[src/rtl/hack_seq_pkg.sv]
// Shared definitions for the Hack CPU run-control sequencer.
//   state_e    : sequencer states
//   OP_*       : host command opcodes carried on cmd_op_i
//   ADDR_W_DEF : default instruction ROM / PC address width
package hack_seq_pkg;

  localparam int ADDR_W_DEF = 15;

  typedef enum logic [2:0] {
    S_RST  = 3'd0,
    S_HALT = 3'd1,
    S_LOAD = 3'd2,
    S_RUN  = 3'd3,
    S_STEP = 3'd4
  } state_e;

  localparam logic [1:0] OP_LOAD = 2'b00;
  localparam logic [1:0] OP_RUN  = 2'b01;
  localparam logic [1:0] OP_HALT = 2'b10;
  localparam logic [1:0] OP_STEP = 2'b11;

endpackage

[src/rtl/hack_seq_loader.sv]
// Program loader: streams host words into the instruction ROM write port.
// Ports:
//   clk_i, rst_ni        : clock, async active-low reset
//   start_i              : clear pointer, word count and overflow flag
//   active_i             : sequencer is in the load state
//   ld_valid_i/ld_data_i/ld_last_i/ld_ready_o : program word stream
//   rom_we_o/rom_addr_o/rom_wdata_o           : ROM write port
//   done_o               : accepted word ends the load (last or ROM full)
//   err_ovf_o            : sticky, ROM filled without a last word
//   words_loaded_o       : words written by the current/last load
module hack_seq_loader
  import hack_seq_pkg::*;
#(
  parameter int ADDR_W    = ADDR_W_DEF,
  parameter int ROM_DEPTH = 32768
) (
  input  logic              clk_i,
  input  logic              rst_ni,
  input  logic              start_i,
  input  logic              active_i,
  input  logic              ld_valid_i,
  input  logic [15:0]       ld_data_i,
  input  logic              ld_last_i,
  output logic              ld_ready_o,
  output logic              rom_we_o,
  output logic [ADDR_W-1:0] rom_addr_o,
  output logic [15:0]       rom_wdata_o,
  output logic              done_o,
  output logic              err_ovf_o,
  output logic [15:0]       words_loaded_o
);

  localparam logic [ADDR_W-1:0] LAST_ADDR = ADDR_W'(ROM_DEPTH - 1);

  logic [ADDR_W-1:0] wr_ptr_q;
  logic [15:0]       words_q;
  logic              err_ovf_q;
  logic              xfer;
  logic              at_end;

  assign xfer   = active_i && ld_valid_i;
  assign at_end = (wr_ptr_q == LAST_ADDR);
  assign done_o = xfer && (ld_last_i || at_end);

  assign ld_ready_o     = active_i;
  assign rom_we_o       = xfer;
  assign rom_addr_o     = wr_ptr_q;
  assign rom_wdata_o    = ld_data_i;
  assign err_ovf_o      = err_ovf_q;
  assign words_loaded_o = words_q;

  always_ff @(posedge clk_i or negedge rst_ni) begin
    if (!rst_ni) begin
      wr_ptr_q  <= '0;
      words_q   <= '0;
      err_ovf_q <= 1'b0;
    end else if (start_i) begin
      wr_ptr_q  <= '0;
      words_q   <= '0;
      err_ovf_q <= 1'b0;
    end else if (xfer) begin
      // at a full ROM the pointer wraps, harmless since the load ends here
      wr_ptr_q <= wr_ptr_q + ADDR_W'(1);
      words_q  <= words_q + 16'd1;
      if (at_end && !ld_last_i) begin
        err_ovf_q <= 1'b1;
      end
    end
  end

endmodule

[src/rtl/hack_cpu_sequencer.sv]
// Hack CPU run-control: holds the CPU in reset while a program is loaded,
// then gates execution via cpu_en_o with run / halt / single-step and a
// PC breakpoint.
// Ports:
//   clk_i, rst_ni                     : clock, async active-low reset
//   cmd_valid_i/cmd_op_i/cmd_ready_o  : host command handshake
//   ld_*                              : program word stream
//   rom_we_o/rom_addr_o/rom_wdata_o   : instruction ROM write port
//   pc_i, bp_en_i, bp_addr_i          : CPU PC and breakpoint setup
//   cpu_reset_o, cpu_en_o             : CPU reset and clock enable
//   halted_o, loading_o, err_ovf_o, words_loaded_o, run_cycles_o : status
module hack_cpu_sequencer
  import hack_seq_pkg::*;
#(
  parameter int ADDR_W     = ADDR_W_DEF,
  parameter int ROM_DEPTH  = 32768,
  parameter int RST_CYCLES = 2
) (
  input  logic              clk_i,
  input  logic              rst_ni,
  input  logic              cmd_valid_i,
  input  logic [1:0]        cmd_op_i,
  output logic              cmd_ready_o,
  input  logic              ld_valid_i,
  input  logic [15:0]       ld_data_i,
  input  logic              ld_last_i,
  output logic              ld_ready_o,
  output logic              rom_we_o,
  output logic [ADDR_W-1:0] rom_addr_o,
  output logic [15:0]       rom_wdata_o,
  input  logic [ADDR_W-1:0] pc_i,
  input  logic              bp_en_i,
  input  logic [ADDR_W-1:0] bp_addr_i,
  output logic              cpu_reset_o,
  output logic              cpu_en_o,
  output logic              halted_o,
  output logic              loading_o,
  output logic              err_ovf_o,
  output logic [15:0]       words_loaded_o,
  output logic [31:0]       run_cycles_o
);

  localparam int CNT_W = (RST_CYCLES > 1) ? $clog2(RST_CYCLES) : 1;
  localparam logic [CNT_W-1:0] RST_LAST = CNT_W'(RST_CYCLES - 1);

  state_e            state_q;
  logic [CNT_W-1:0]  rst_cnt_q;
  logic              bp_skip_q;
  logic [31:0]       run_cycles_q;

  logic cmd_fire;
  logic load_start;
  logic bp_hit;
  logic run_tick;
  logic ld_done;

  assign cmd_ready_o = (state_q == S_HALT) || (state_q == S_RUN);
  assign cmd_fire    = cmd_valid_i && cmd_ready_o;
  assign load_start  = cmd_fire && (cmd_op_i == OP_LOAD);

  // bp_skip lets RUN resume from a PC that is sitting on the breakpoint
  assign bp_hit   = (state_q == S_RUN) && bp_en_i && (pc_i == bp_addr_i) && !bp_skip_q;
  assign run_tick = ((state_q == S_RUN) && !bp_hit) || (state_q == S_STEP);

  // cpu_en is high in reset so the CPU's synchronous reset is clocked in
  assign cpu_en_o     = (state_q == S_RST) || run_tick;
  assign cpu_reset_o  = (state_q == S_RST) || (state_q == S_LOAD);
  assign halted_o     = (state_q == S_HALT);
  assign loading_o    = (state_q == S_LOAD);
  assign run_cycles_o = run_cycles_q;

  hack_seq_loader #(
    .ADDR_W   (ADDR_W),
    .ROM_DEPTH(ROM_DEPTH)
  ) u_loader (
    .clk_i         (clk_i),
    .rst_ni        (rst_ni),
    .start_i       (load_start),
    .active_i      (state_q == S_LOAD),
    .ld_valid_i    (ld_valid_i),
    .ld_data_i     (ld_data_i),
    .ld_last_i     (ld_last_i),
    .ld_ready_o    (ld_ready_o),
    .rom_we_o      (rom_we_o),
    .rom_addr_o    (rom_addr_o),
    .rom_wdata_o   (rom_wdata_o),
    .done_o        (ld_done),
    .err_ovf_o     (err_ovf_o),
    .words_loaded_o(words_loaded_o)
  );

  always_ff @(posedge clk_i or negedge rst_ni) begin
    if (!rst_ni) begin
      state_q      <= S_RST;
      rst_cnt_q    <= '0;
      bp_skip_q    <= 1'b0;
      run_cycles_q <= '0;
    end else begin
      if (run_tick && (run_cycles_q != '1)) begin
        run_cycles_q <= run_cycles_q + 32'd1;
      end
      // a LOAD clear below is assigned later, so it overrides the increment
      case (state_q)
        S_RST: begin
          if (rst_cnt_q == RST_LAST) begin
            state_q   <= S_HALT;
            rst_cnt_q <= '0;
          end else begin
            rst_cnt_q <= rst_cnt_q + CNT_W'(1);
          end
        end
        S_HALT: begin
          if (cmd_fire) begin
            case (cmd_op_i)
              OP_LOAD: begin
                state_q      <= S_LOAD;
                run_cycles_q <= '0;
              end
              OP_RUN: begin
                state_q   <= S_RUN;
                bp_skip_q <= 1'b1;
              end
              OP_STEP: state_q <= S_STEP;
              default: ;
            endcase
          end
        end
        S_LOAD: begin
          if (ld_done) begin
            state_q <= S_RST;
          end
        end
        S_RUN: begin
          bp_skip_q <= 1'b0;
          if (load_start) begin
            state_q      <= S_LOAD;
            run_cycles_q <= '0;
          end else if (bp_hit || (cmd_fire && (cmd_op_i == OP_HALT))) begin
            state_q <= S_HALT;
          end
        end
        S_STEP: state_q <= S_HALT;
        default: state_q <= S_RST;
      endcase
    end
  end

endmodule

[config.mk]
export PLATFORM = sky130hd
export DESIGN_NAME = hack_cpu_sequencer
export DESIGN_NICKNAME = d
export VERILOG_FILES = /design/src/rtl/hack_seq_pkg.sv /design/src/rtl/hack_seq_loader.sv /design/src/rtl/hack_cpu_sequencer.sv
export SDC_FILE = /design/constraint.sdc
export NUM_CORES = 1
export LEC_CHECK = 0
export ABC_AREA = 1
export CAP_MARGIN = 10
export CORE_AREA = 2 2 116 118
export CTS_BUF_LIST = sky130_fd_sc_hd__clkbuf_8
export CTS_CLUSTER_SIZE = 40
export DETAILED_ROUTE_END_ITERATION = 6
export DIE_AREA = 0 0 118 120
export PLACE_DENSITY = 0.68
export REMOVE_ABC_BUFFERS = 1
export SYNTH_ARGS = -nofsm -noshare
export SYNTH_HDL_FRONTEND = slang
export SYNTH_HIERARCHICAL = 1
export SYNTH_SLANG_ARGS = --single-unit
export TNS_END_PERCENT = 100
[constraint.sdc]
create_clock -name clk_i -period 4.8 [get_ports clk_i]
set_input_delay 0.48 -clock clk_i [delete_from_list [all_inputs] [get_ports clk_i]]
set_output_delay 0.48 -clock clk_i [all_outputs]
set_load 0.02 [all_outputs]
# Yosys cells after proc, flatten, opt, wreduce, memory -nomap -nowiden
# Cells that the tools add are included.
[word_totals]
register_bits = 69
in_bits = 54
out_inout_bits = 87
[op_classes]
n_addsub = 4
n_eq_ne = 16
mux = 23
n_reduce_logical = 28
[op_table]
columns = ["cell", "n"]
rows = [
  ["$mux 32", 4],
  ["$pmux 32 s2", 1],
  ["$add 32x1->32 const B", 1],
  ["$mux 16", 2],
  ["$ne 32x32->1 const B", 1],
  ["$mux 15", 2],
  ["$add 16x1->16 const B", 1],
  ["$add 15x1->15 const B", 1],
  ["$eq 15x15->1", 1],
  ["$eq 15x15->1 const B", 1],
  ["$mux 3", 5],
  ["$pmux 3 s5", 1],
  ["$logic_and 1x1->1", 11],
  ["$pmux 3 s3", 1],
  ["$eq 3x2->1 const B", 2],
  ["$logic_or 1x1->1", 6],
  ["$mux 1", 6],
  ["$reduce_bool 2->1", 3],
  ["$reduce_and 5->1", 1],
  ["$eq 2x2->1 const B", 2],
  ["$ne 2x1->1 const B", 2],
  ["$ne 2x2->1 const B", 2],
  ["$ne 4x1->1 const B", 1],
  ["$eq 3x1->1 const B", 1],
  ["other kinds (10)", 12],
]

# Depth between registers and ports, before layout
# Gate-level depths: netlist of run 1.
[logic_depth]
word_depth = 12
mapped_depth = 15

# Cells and area by module
# Netlist of run 1, hierarchy kept.
[modules_own_cells]
columns = ["module", "instances", "cells_per_inst", "area_each_um2", "seq_area_each_um2"]
rows = [
  ["hack_cpu_sequencer", 1, 525, 3050.4, 925.9],
  ["hack_seq_loader", 1, 284, 2000.7, 800.8],
]

# Worst setup path after synthesis of run 1
# No wires, ideal clock.
[synth_timing]
path_kind = "reg-to-reg"
startpoint = "register state_q[0]"
endpoint = "register state_q[0]"
setup_time_ns = 0.117
t_arrival_ns = 2.013
required_ns = 4.683
path_slack_ns = 2.670
path_stages_with_launch = 10
path_buffers = 1
period_less_slack_ns = 2.130
path_cell_list = "dfrtp_1 nor3_1 nand2_1 buf_6 a21oi_1 o22ai_1 nor2_1 nand2_1 nand2_1 nand2_1"
[synth_lines]
columns = ["element", "line_no", "rtl"]
rows = [
  ["start, declared", "hack_cpu_sequencer.sv:46", "state_e state_q;"],
  ["start signal, assigned", "hack_cpu_sequencer.sv:94", "state_q <= S_RST;"],
  ["start signal, assigned", "hack_cpu_sequencer.sv:106", "state_q <= S_HALT;"],
  ["start signal, assigned", "hack_cpu_sequencer.sv:116", "state_q <= S_LOAD;"],
  ["$eq 3x2->1", "--", ""],
  ["net loading_o", "hack_cpu_sequencer.sv:37", "output logic loading_o,"],
  ["$logic_and 1x1->1", "hack_seq_loader.sv:41", "assign xfer = active_i && ld_valid_i;"],
  ["$logic_and 1x1->1", "hack_seq_loader.sv:43", "assign done_o = xfer && (ld_last_i || at_end);"],
  ["net ld_done", "hack_cpu_sequencer.sv:55", "logic ld_done;"],
  ["$ne 2x2->1 (no line)", "--", ""],
  ["$reduce_and 5->1 (no line)", "--", ""],
]
# The timed path passes the listed nets, and every way through them passes these cells.
# A chain may end at the register's enable or synchronous reset.

# Final worst setup path of run 1
[layout_timing]
startpoint = "register state_q[0]"
endpoint = "output rom_we_o"
[layout_via]
elab_chain_len = 2
[layout_rtl]
columns = ["element", "line_no", "rtl"]
rows = [
  ["$eq 3x2->1", "hack_cpu_sequencer.sv:79", ".active_i (state_q == S_LOAD),"],
  ["$logic_and 1x1->1", "hack_seq_loader.sv:41", ""],
  ["end, declared", "hack_cpu_sequencer.sv:28", "output logic rom_we_o,"],
]
# No other way between the ends.

==> summary.txt, run 1 <==
Layout
  • Fraction of layout cells with a size suffix above 1: 0.0678
  • Antenna Cells: 0
  • Area Growth Syn to Fin: 25.3%
  • Most frequent cells in the layout: 272 x nand2_1, 134 x nor2_1, 107 x clkdlybuf4s50_1
  • Most common cell after layout, fill and taps aside: nand2_1
  • # fillers: between 1000 and 1500
  • Nets: roughly 950
  • Post-Layout Cell Count: roughly 1100

Critical path
  • Crit path cell chain: nor3_1, nand2_1, inv_4, clkdlybuf4s50_1
  • Crit path max-delay cell type: clkdlybuf4s50_1
  • Slowest stage delay, CP: 0.64 ns
  • CP required: about 4.3 ns
  • Critical Path AT: approximately 2.7 ns
  • Worst setup EP type: output port
  • Family with the most delay on the worst path: simple AND/OR/NAND/NOR gates
  • CP Launch Type: flop
  • Buf/Inv on CP: 2
  • CP Max Fanout: 12
  • Kind of critical path: flop to output port

Power and ir drop
  • Pwr Total: 3230 uW
  • Part of the power in registers: 0.328
  • Switching part of the total: 0.463
  • Logic pwr share: 0.517
  • Clock power frac: 0.155
  • Pleak: 0.00316 uW
  • Psw: 1490 uW
  • P per Cell Area: 510 nW/um2
  • Worst VDD drop: just under 0.3 mV
  • Pint: ~1700 uW

Floorplanning
  • Die height: 120 um
  • Placeable Area: 13000 um2
  • I/O Pins: 141
  • Initial core utilization: 0.389
  • Die area: 14200 um2
  • Site Rows: 42
  • Horiz. Die Dim: 118 um

STA
  • RSZ-0062 raised after global routing: no
  • Max Fclk: between 300 and 400 MHz
  • Min Clock Period, post-route: 3.20 ns
  • Slew Viols, Final: 0
  • Tcrit/Tclk final: 0.666
  • Final setup TNS: 0 ns
  • Worst-margin pin slew: 0.881 ns
  • Hold_ws: approximately 0.23 ns
  • Final setup vio count: 0
  • Fin Clk Skew: approximately 0.014 ns
  • Final WS setup: 1.60 ns
  • Relative slew slack: 0.412
  • Count of final hold-check violations: 0

Global routing
  • Gr usage total: 0.193
  • GRT Residual Overflow: 0
  • M1 GR Usage: 0.249
  • Number of global-route vias before repair: 4621
  • Met3 track utilization from global routing: 0.0575
  • Largest net degree at the start of global routing: 70
  • First-pass GRT wire length: approximately 22 mm
  • Met2 Usage GRT: 0.322
  • Initial antenna violation count: 0
  • GR peak layer: met2

Place
  • Placed Cells: 1061
  • Routability Congestion: a little over 0.9
  • Dpl hpwl: 9.74 mm
  • Dpl ws: 1.69 ns
  • IO buf count: ~110

Logic synthesis
  • Syn Std Cell Area: 5050 um2
  • Sequential fraction of the synthesis area: 0.342
  • Synth warn: 6
  • Syn Inst Count: 809
  • Distinct cells, synth: 33
  • Syn Area/Cell: 6.24 um2
  • Post-synthesis register bit count: 69

Clock network
  • TritonCTS clock tree: done
  • Clock Sinks: 69
  • Worst-path clk slew: roughly 0.080 ns
  • Total CTS buffers: 9
  • Cts-stage hold buffer count: 0
  • Max clock buf depth: 2
  • Post-CTS resize count: 0
  • CTS H-Tree Depth: 3
  • Clk_lat worst skew: 0.37 ns
  • CTS root buffer: clkbuf_8
  • Setup Fix Bufs, Post-CTS: 0

Route
  • Final wirelength: approximately 13 mm
  • Drt wl/cell: 12.3 um
  • # DRC: 0
  • Pre-antenna DRT Iters: 5
  • Initial DRC count: 346
  • Vias per cell: 4.71
  • Final ANT Viol Nets: 0
  • Routed vias: 5066

Flow run
  • Maxcap violations: 0

Worst hold path
  • Hold crit path type: primary input to asynchronous set/reset pin

Status
  • Outcome: completed
==> metrics by stage <==
| step | cell area, um2 | utilization |
|---|---|---|
| final | 6330 | 0.488 |
| after global routing | 6330 | 0.488 |
| after CTS | 6330 | 0.488 |
| after detailed placement | 6130 | 0.472 |
| after global placement | 6130 | 0.472 |
| after floorplan | 4820 | - |
==> layer usage <==
metal	vias up	wire [um]
met4	0	82
met1	2263	6050
li1	2638	-
met2	157	6250
met3	8	867
met5	-	0
==> worst paths after layout <==
check / start / end / slack (ns) / depth (start not counted)
min in group clk_i: rst_cnt_q$_DFFE_PN0P_ / rst_cnt_q$_DFFE_PN0P_ / 0.48 / 2
setup reg to reg: state_q[0]$_DFFE_PN0P_ / u_loader/rom_addr_o[10]$_DFFE_PN0P_ / 2.10 / 14
hold reg to reg: rst_cnt_q$_DFFE_PN0P_ / rst_cnt_q$_DFFE_PN0P_ / 0.48 / 2
hold / removal: rst_ni / run_cycles_o[21]$_DFF_PN0_ / 0.23 / 1
setup / recovery: state_q[0]$_DFFE_PN0P_ / rom_we_o / 1.60 / 4
max in group asynchronous: rst_ni / run_cycles_o[7]$_DFF_PN0_ / 3.99 / 1
==> cells in the mapped netlist, drive strengths merged <==
cell type,count,area [um2]
nand2,282,1090
nor2,146,608
inv,115,434
nand3,75,385
dfrtp,69,1730
buf,31,223
a21oi,22,110
nor3,22,141
o21ai,14,70.1
xor2,13,114
nand4,7,50.1
clkbuf,3,11.3
ha,3,37.5
and2,1,6.26
nor2b,1,8.76
nor3b,1,7.51
o21bai,1,7.51
o22ai,1,6.26
or2,1,6.26
xnor2,1,8.76
==> sequential cells by signal, indices dropped and copies added (netlist names) <==
signal / flops
u_loader/words_loaded_o: 16
state_q: 3
bp_skip_q: 1
run_cycles_o: 32
u_loader/rom_addr_o: 15
rst_cnt_q: 1
u_loader/err_ovf_o: 1
==> area by class of cell <==
class,instances,area (um2),area share
clock buffer,11,151,0.0239
tap,176,220,0.0348
timing repair buffer,110,1090,0.173
inverter,115,434,0.0686
clock inverter,4,47.5,0.00751
sequential,69,1730,0.273
multi-input combinational,591,2660,0.420
==> cells by family (layout without fill, tap and decap cells) <==
logic type / after synthesis / count (layout) / synth area share
buffers and inverters: 149 / 240 / 0.132
AO/OA/AOI/OAI: 38 / 38 / 0.0384
XOR/XNOR: 14 / 14 / 0.0243
flip-flops: 69 / 69 / 0.342
AND/OR/NAND/NOR: 536 / 536 / 0.456
adder cells (fa/ha/maj): 3 / 3 / 0.00743
==> power by group through the flow <==
stage                     registers (uW)  clock network (uW)  logic [uW]
after detailed placement            1070                   0        1680
after floorplan                     1220                   0         821
final                               1060                 499        1670
after global routing                1100                 540        1870
after CTS                           1060                 516        1680
after global placement              1070                   0        1660
==> worst reg2reg max path, delay by kind of cell (launching register included) <==
family,cells,cell delay [ns]
buf+inv,4,0.80
flops,1,0.44
simple gates,10,1.34
No activity file was read; power rests on OpenSTA's default activity.
==> run 2: changes to the inputs <==
Settings changed: PLACE_DENSITY 0.68 to 0.7.
Clock period 4.8 ns to 2.57 ns, I/O delays scaled along.
==> run 2 against run 1 <==
  * Combinational power rose by 89%
  * Count of clock-buffer cells in the layout increased by 1
  * Cell count is 0.56% higher
  * Non-clock buffer count up 6
  * Register-to-register slack worse by 1.7 ns
  * Largest power group unchanged
==> summary.txt, run 2 (same netlist as run 1, synthesis figures left out) <==
Layout
  • Fraction of layout cells with a size suffix above 1: 0.0717 (was 0.0678)
  • Most common cell after layout, fill and taps aside: nand2_1 (unchanged)
  • # fillers: 1335 (was 1339)
  • Area of the multi-input gates: 2660 um2 (unchanged)
  • Most frequent cells in the layout: 272 x nand2_1, 134 x nor2_1, 107 x clkdlybuf4s50_1 (unchanged)
  • Antenna Cells: 0 (unchanged)
  • Register area: 1730 um2 (unchanged)
  • Post-Layout Cell Count: 1082 (was 1076)
  • Nets: 959 (was 953)
  • Area Growth Syn to Fin: 25.8% (was 25.3%)
  • Max FFs per register: 32 (unchanged)
  • Util after Layout: 0.489 (was 0.488)

Power and ir drop
  • Worst VDD drop: 0.529 mV (was 0.292 mV)
  • Pleak: 0.00319 uW (was 0.00316 uW)
  • P per Cell Area: 941 nW/um2 (was 510 nW/um2)

Clock network
  • Clock Sinks: 69 (unchanged)
  • Total CTS buffers: 9 (unchanged)
  • TritonCTS clock tree: done (unchanged)
  • Cts-stage hold buffer count: 0 (unchanged)
  • Post-CTS resize count: 0 (unchanged)
  • Max clock buf depth: 2 (unchanged)
  • Clk_lat worst skew: 0.35 ns (was 0.37 ns)
  • Setup Fix Bufs, Post-CTS: 0 (unchanged)
  • CTS H-Tree Depth: 3 (unchanged)
  • Worst-path clk slew: 0.07 ns (was 0.08 ns)
  • CTS root buffer: clkbuf_8 (unchanged)

STA
  • Relative slew slack: 0.407 (was 0.412)
  • Min Clock Period, post-route: 2.34 ns
  • Slew Viols, Final: 0 (unchanged)
  • RSZ-0062 raised after global routing: no (unchanged)
  • Count of final hold-check violations: 0 (unchanged)
  • Worst-margin pin slew: 0.890 ns (was 0.881 ns)
  • Final WS setup: 0.228 ns (was 1.60 ns)
  • Tcrit/Tclk final: 0.911
  • Final setup vio count: 0 (unchanged)
  • Fin Clk Skew: 0.0107 ns (was 0.0144 ns)
  • Max Fclk: 427 MHz
  • Hold_ws: 0.0286 ns (was 0.231 ns)

Worst hold path
  • Hold crit path type: primary input to asynchronous set/reset pin (unchanged)

Route
  • Routed vias: 5111 (was 5066)
  • Pre-antenna DRT Iters: 6 (was 5)
  • Met2 wire len: 6.42 mm (was 6.25 mm)
  • Final ANT Viol Nets: 0 (unchanged)
  • Vias per cell: 4.72 (was 4.71)
  • # DRC: 0 (unchanged)
  • Final wirelength: 13.3 mm (about the same)
  • M1 wire length: 6.05 mm (about the same)
  • Top sig layer: met4 (unchanged)
  • Drt wl/cell: 12.3 um (about the same)
  • Metal3 WL: 633 um (was 867 um)
  • Initial DRC count: 316 (was 346)

Place
  • Dpl hpwl: 9.91 mm (was 9.74 mm)
  • Dpl ws: 0.371 ns (was 1.69 ns)
  • Placed Cells: 1067 (was 1061)
  • IO buf count: 108 (unchanged)
  • Routability Congestion: 0.913 (was 0.916)

Global routing
  • Initial antenna violation count: 0 (unchanged)
  • Gr usage total: 0.192 (was 0.193)
  • GRT Residual Overflow: 0 (unchanged)
  • First-pass GRT wire length: 22.3 mm (was 22.2 mm)
  • Number of global-route vias before repair: 4730 (was 4621)
  • Largest net degree at the start of global routing: 70 (unchanged)

Floorplanning
  • I/O Pins: 141 (unchanged)
  • Die height: 120 um (unchanged)
  • Die area: 14200 um2 (unchanged)
  • Horiz. Die Dim: 118 um (unchanged)
  • Initial core utilization: 0.389 (unchanged)
  • Site Rows: 42 (unchanged)
  • Placeable Area: 13000 um2 (unchanged)

Critical path
  • CP Launch Type: flop (unchanged)
  • Kind of critical path: flop to output port (unchanged)
  • R2r setup slk: 0.44 ns (was 2.10 ns)
  • Worst setup EP type: output port (unchanged)
  • CP required: 2.31 ns (was 4.32 ns)
  • Critical Path AT: 2.08 ns (was 2.72 ns)
  • CP Max Fanout: 10 (was 12)

Flow run
  • Maxcap violations: 0 (unchanged)

Status
  • Outcome: completed (unchanged)
## run 2: cell types whose count changed in the layout (fill, tap and decap cells not counted), sizes merged
cell,change
buf,+6
bufinv,-1
clkbuf,+1
clkinv,-1
clkinvlp,-1
inv,+2
## run 2: final timing paths
path / from / to / depth (start not counted)
worst max register to register: run_cycles_o[0]$_DFF_PN0_ / run_cycles_o[29]$_DFF_PN0_ / 11
worst min register to register: rst_cnt_q$_DFFE_PN0P_ / rst_cnt_q$_DFFE_PN0P_ / 2
min in group clk_i: rst_cnt_q$_DFFE_PN0P_ / rst_cnt_q$_DFFE_PN0P_ / 2
worst min-delay path: rst_ni / run_cycles_o[2]$_DFF_PN0_ / 1
max in group asynchronous: rst_ni / u_loader/rom_addr_o[4]$_DFFE_PN0P_ / 1
worst max-delay path: state_q[0]$_DFFE_PN0P_ / rom_we_o / 4
## run 2: area by class of cell
type	instances	share of cell area
Timing Repair Buffer	116	0.179
Clock inverter	3	0.00197
Clock buffer	12	0.0260
Sequential cell	69	0.272
Tap cell	176	0.0347
Inverter	115	0.0683
Multi-Input combinational cell	591	0.418
## run 2: per-layer routing
metal  GRT usage  vias to the layer above
met5           0                        -
met3      0.0447                       17
met2       0.333                      118
met4      0.0655                        0
li1            -                     2653
met1       0.235                     2323
## run 2: per-stage QoR
stage                     total power [uW]  setup TNS [ns]  instance area, um2
after floorplan                       3810           -4.84                4820
after global placement                5140               0                6180
after detailed placement              5170               0                6180
after CTS                             6010               0                6350
after global routing                  6470               0                6350
final                                 5980               0                6350
## run 2: worst max-delay path, stage by stage, from the launching register on
cell             delay [ns]
dfrtp_1                0.44
nor3_1                 0.31
nand2_1                0.20
inv_4                  0.16
clkdlybuf4s50_1        0.62
## run 2: power breakdown
group / internal, uW / leakage (uW) / switching, uW
logic: 1310 / 0.00221 / 1850
registers: 1470 / 0.000875 / 521
clock network: 416 / 0.000101 / 411
total: 3190 / 0.00319 / 2780
==> run 3: changes to the inputs <==
--- a/config.mk
+++ b/config.mk
@@ -14,3 +14,3 @@
 export DIE_AREA = 0 0 118 120
-export PLACE_DENSITY = 0.7
+export PLACE_DENSITY = 0.68
 export REMOVE_ABC_BUFFERS = 1
==> constraint.sdc (replaced) <==
create_clock -name clk_i -period 2.3 [get_ports clk_i]
set_input_delay 0.575 -clock clk_i [delete_from_list [all_inputs] [get_ports clk_i]]
set_output_delay 0.575 -clock clk_i [all_outputs]
set_load 0.02 [all_outputs]
==> run 3 against run 2 <==
  * Count of clock-buffer cells in the layout down 2
  * Clock power up 20%
  * Sequential share of layout area down 1.0 points
  * Power up 15%
  * Non-clock buffer count up 15
  * Routed wire length up 4.6%
  * First-iteration DRC count down 10%
  * Worst hold slack better by 0.094 ns
  * Die area unchanged
  * Largest power group unchanged
==> summary.txt, run 3 (same netlist as run 1, synthesis figures left out) <==
Status
  • Outcome: completed (unchanged)

Layout
  • Register area: 1730 um2 (unchanged)
  • Nets: 974 (was 959)
  • Most frequent cells in the layout: 270 x nand2_1, 133 x nor2_1, 106 x inv_1 (was 272 x nand2_1, 134 x nor2_1, 107 x clkdlybuf4s50_1)
  • Most common cell after layout, fill and taps aside: nand2_1 (unchanged)
  • Antenna Cells: 0 (unchanged)
  • # fillers: 1339 (was 1335)
  • Max FFs per register: 32 (unchanged)
  • Area of the multi-input gates: 2670 um2 (was 2660 um2)
  • Area Growth Syn to Fin: 30.8% (was 25.8%)
  • Fraction of layout cells with a size suffix above 1: 0.0933 (was 0.0717)
  • Util after Layout: 0.509 (was 0.489)

Floorplanning
  • I/O Pins: 141 (unchanged)
  • Horiz. Die Dim: 118 um (unchanged)
  • Initial core utilization: 0.389 (unchanged)
  • Die height: 120 um (unchanged)
  • Site Rows: 42 (unchanged)
  • Die area: 14200 um2 (unchanged)
  • Placeable Area: 13000 um2 (unchanged)

Power and ir drop
  • Pleak: 0.00359 uW (was 0.00319 uW)
  • Worst VDD drop: 0.588 mV (was 0.529 mV)
  • Pwr Total: 6870 uW (was 5980 uW)
  • P per Cell Area: 1040 nW/um2 (was 941 nW/um2)

STA
  • Relative slew slack: 0.745 (was 0.407)
  • Tcrit/Tclk final: 0.948
  • Count of final hold-check violations: 0 (unchanged)
  • Final setup vio count: 0 (unchanged)
  • Fin Clk Skew: 0.00788 ns (was 0.0107 ns)
  • Slew Viols, Final: 0 (unchanged)
  • Worst-margin pin slew: 0.383 ns (was 0.890 ns)
  • Max Fclk: 459 MHz
  • RSZ-0062 raised after global routing: no (unchanged)
  • Min Clock Period, post-route: 2.18 ns

Route
  • Met2 wire len: 6.97 mm (was 6.42 mm)
  • Metal3 WL: 721 um (was 633 um)
  • # DRC: 0 (unchanged)
  • Vias per cell: 4.69 (was 4.72)
  • M1 wire length: 6.08 mm (was 6.05 mm)
  • Final wirelength: 14.0 mm (was 13.3 mm)
  • Drt wl/cell: 12.7 um (was 12.3 um)
  • Pre-antenna DRT Iters: 4 (was 6)
  • Final ANT Viol Nets: 0 (unchanged)
  • Top sig layer: met4 (unchanged)
  • Initial DRC count: 283 (was 316)
  • Routed vias: 5145 (was 5111)

Critical path
  • Critical Path AT: 1.61 ns (was 2.08 ns)
  • R2r setup slk: 0.42 ns (was 0.44 ns)
  • CP required: 1.73 ns (was 2.31 ns)
  • Worst R2R End: run_cycles_o[8]$_DFF_PN0_ (was run_cycles_o[29]$_DFF_PN0_)
  • Buf/Inv on CP: 3 (was 2)
  • CP Max Fanout: 4 (was 10)
  • Crit path cell chain: nor3_2, buf_4, inv_1, nand2_1, dlygate4sd2_1 (was nor3_1, nand2_1, inv_4, clkdlybuf4s50_1)
  • Worst setup EP type: output port (unchanged)
  • Family with the most delay on the worst path: buffers and inverters (unchanged)
  • Slowest stage delay, CP: 0.42 ns (was 0.62 ns)
  • Crit path max-delay cell type: dfrtp_1 (was clkdlybuf4s50_1)
  • FF-to-FF path depth: 11 (unchanged)
  • Kind of critical path: flop to output port (unchanged)
  • RR Startpoint: run_cycles_o[1]$_DFF_PN0_ (was run_cycles_o[0]$_DFF_PN0_)
  • CP Launch Type: flop (unchanged)

Clock network
  • CTS H-Tree Depth: 3 (unchanged)
  • CTS root buffer: clkbuf_8 (unchanged)
  • Clk_lat worst skew: 0.36 ns (was 0.35 ns)
  • Max clock buf depth: 2 (unchanged)
  • Cts-stage hold buffer count: 0 (unchanged)
  • Worst-path clk slew: 0.07 ns (about the same)
  • TritonCTS clock tree: done (unchanged)
  • Total CTS buffers: 9 (unchanged)
  • Clock Sinks: 69 (unchanged)

Global routing
  • GRT Residual Overflow: 0 (unchanged)
  • Gr usage total: 0.201 (was 0.192)
  • Initial antenna violation count: 0 (unchanged)
  • Number of global-route vias before repair: 4820 (was 4730)
  • First-pass GRT wire length: 23.1 mm (was 22.3 mm)
  • Largest net degree at the start of global routing: 33 (was 70)

Worst hold path
  • Hold crit path type: primary input to asynchronous set/reset pin (unchanged)

Place
  • Dpl hpwl: 10.5 mm (was 9.91 mm)
  • Routability Congestion: 0.944 (was 0.913)
  • IO buf count: 108 (unchanged)

Flow run
  • Maxcap violations: 0 (unchanged)
[run 3: cell count changes in the layout (fill, tap and decap cells not counted), moves of 3 or more]
cell / change
buf_12: +3
buf_4: +12
clkdlybuf4s50_1: -38
dlygate4sd2_1: +5
dlymetal6s2s_1: +32
[run 3: where the power goes]
group	internal, uW	switching [uW]	total, uW
clock	519	478	996
combinational	1540	2130	3670
sequential	1640	567	2210
[run 3: how the worst max path moves through the flow]
stage                                start  cells past startpoint                             endpoint  slack (ns)
global placement                  pc_i[13]                     11                             cpu_en_o       -0.44
finish              state_q[0]$_DFFE_PN0P_                      5                          cpu_reset_o        0.12
global route        state_q[0]$_DFFE_PN0P_                      5                          cpu_reset_o        0.02
CTS                           bp_addr_i[0]                     11                             cpu_en_o       -0.06
floorplan           state_q[2]$_DFFE_PN0P_                      8  u_loader/rom_addr_o[10]$_DFFE_PN0P_       -0.58
detailed placement                pc_i[14]                     11                             cpu_en_o       -0.46
[run 3: layout make-up]
class / instances / area share
multi-input combinational: 591 / 0.404
sequential: 69 / 0.261
timing repair buffer: 131 / 0.206
inverter: 115 / 0.0657
tap: 176 / 0.0333
clock buffer: 10 / 0.0208
clock inverter: 6 / 0.00833
[run 3: per-layer routing]
layer,vias to the layer above,global-route usage
li1,2683,-
met5,-,0
met1,2321,0.245
met3,18,0.0499
met2,123,0.352
met4,0,0.0542
[run 3: repair_timing]
item | 4_1_cts | 5_1_grt
pin swaps | 1 | 21
setup buffers | 0 | 1
setup endpoints to repair | 6 | 2
cloned | 0 | 0
resized for setup | 10 | 38
[run 3: worst reg2reg max path: stages, from the launching register on]
cell	delay [ns]
dfrtp_1	0.37
ha_1	0.26
nand3_2	0.15
inv_2	0.13
nand2_2	0.07
nor2b_2	0.15
nand4_2	0.12
buf_4	0.23
nand2_2	0.08
inv_2	0.03
a21oi_1	0.12
nor2_1	0.06
[run 3: metrics by stage]
step / setup TNS (ns) / setup WS (ns) / hold slack (ns) / instances / instance area (um2)
after floorplan: -21.78 / -0.576 / 0.279 / 775 / 4820
after global placement: -2.02 / -0.438 / 0.463 / 1081 / 6320
after detailed placement: -2.60 / -0.456 / 0.468 / 1081 / 6320
after CTS: -0.0634 / -0.0634 / 0.125 / 1097 / 6500
after global routing: 0 / 0.0206 / 0.142 / 1098 / 6610
final: 0 / 0.120 / 0.123 / 1098 / 6610
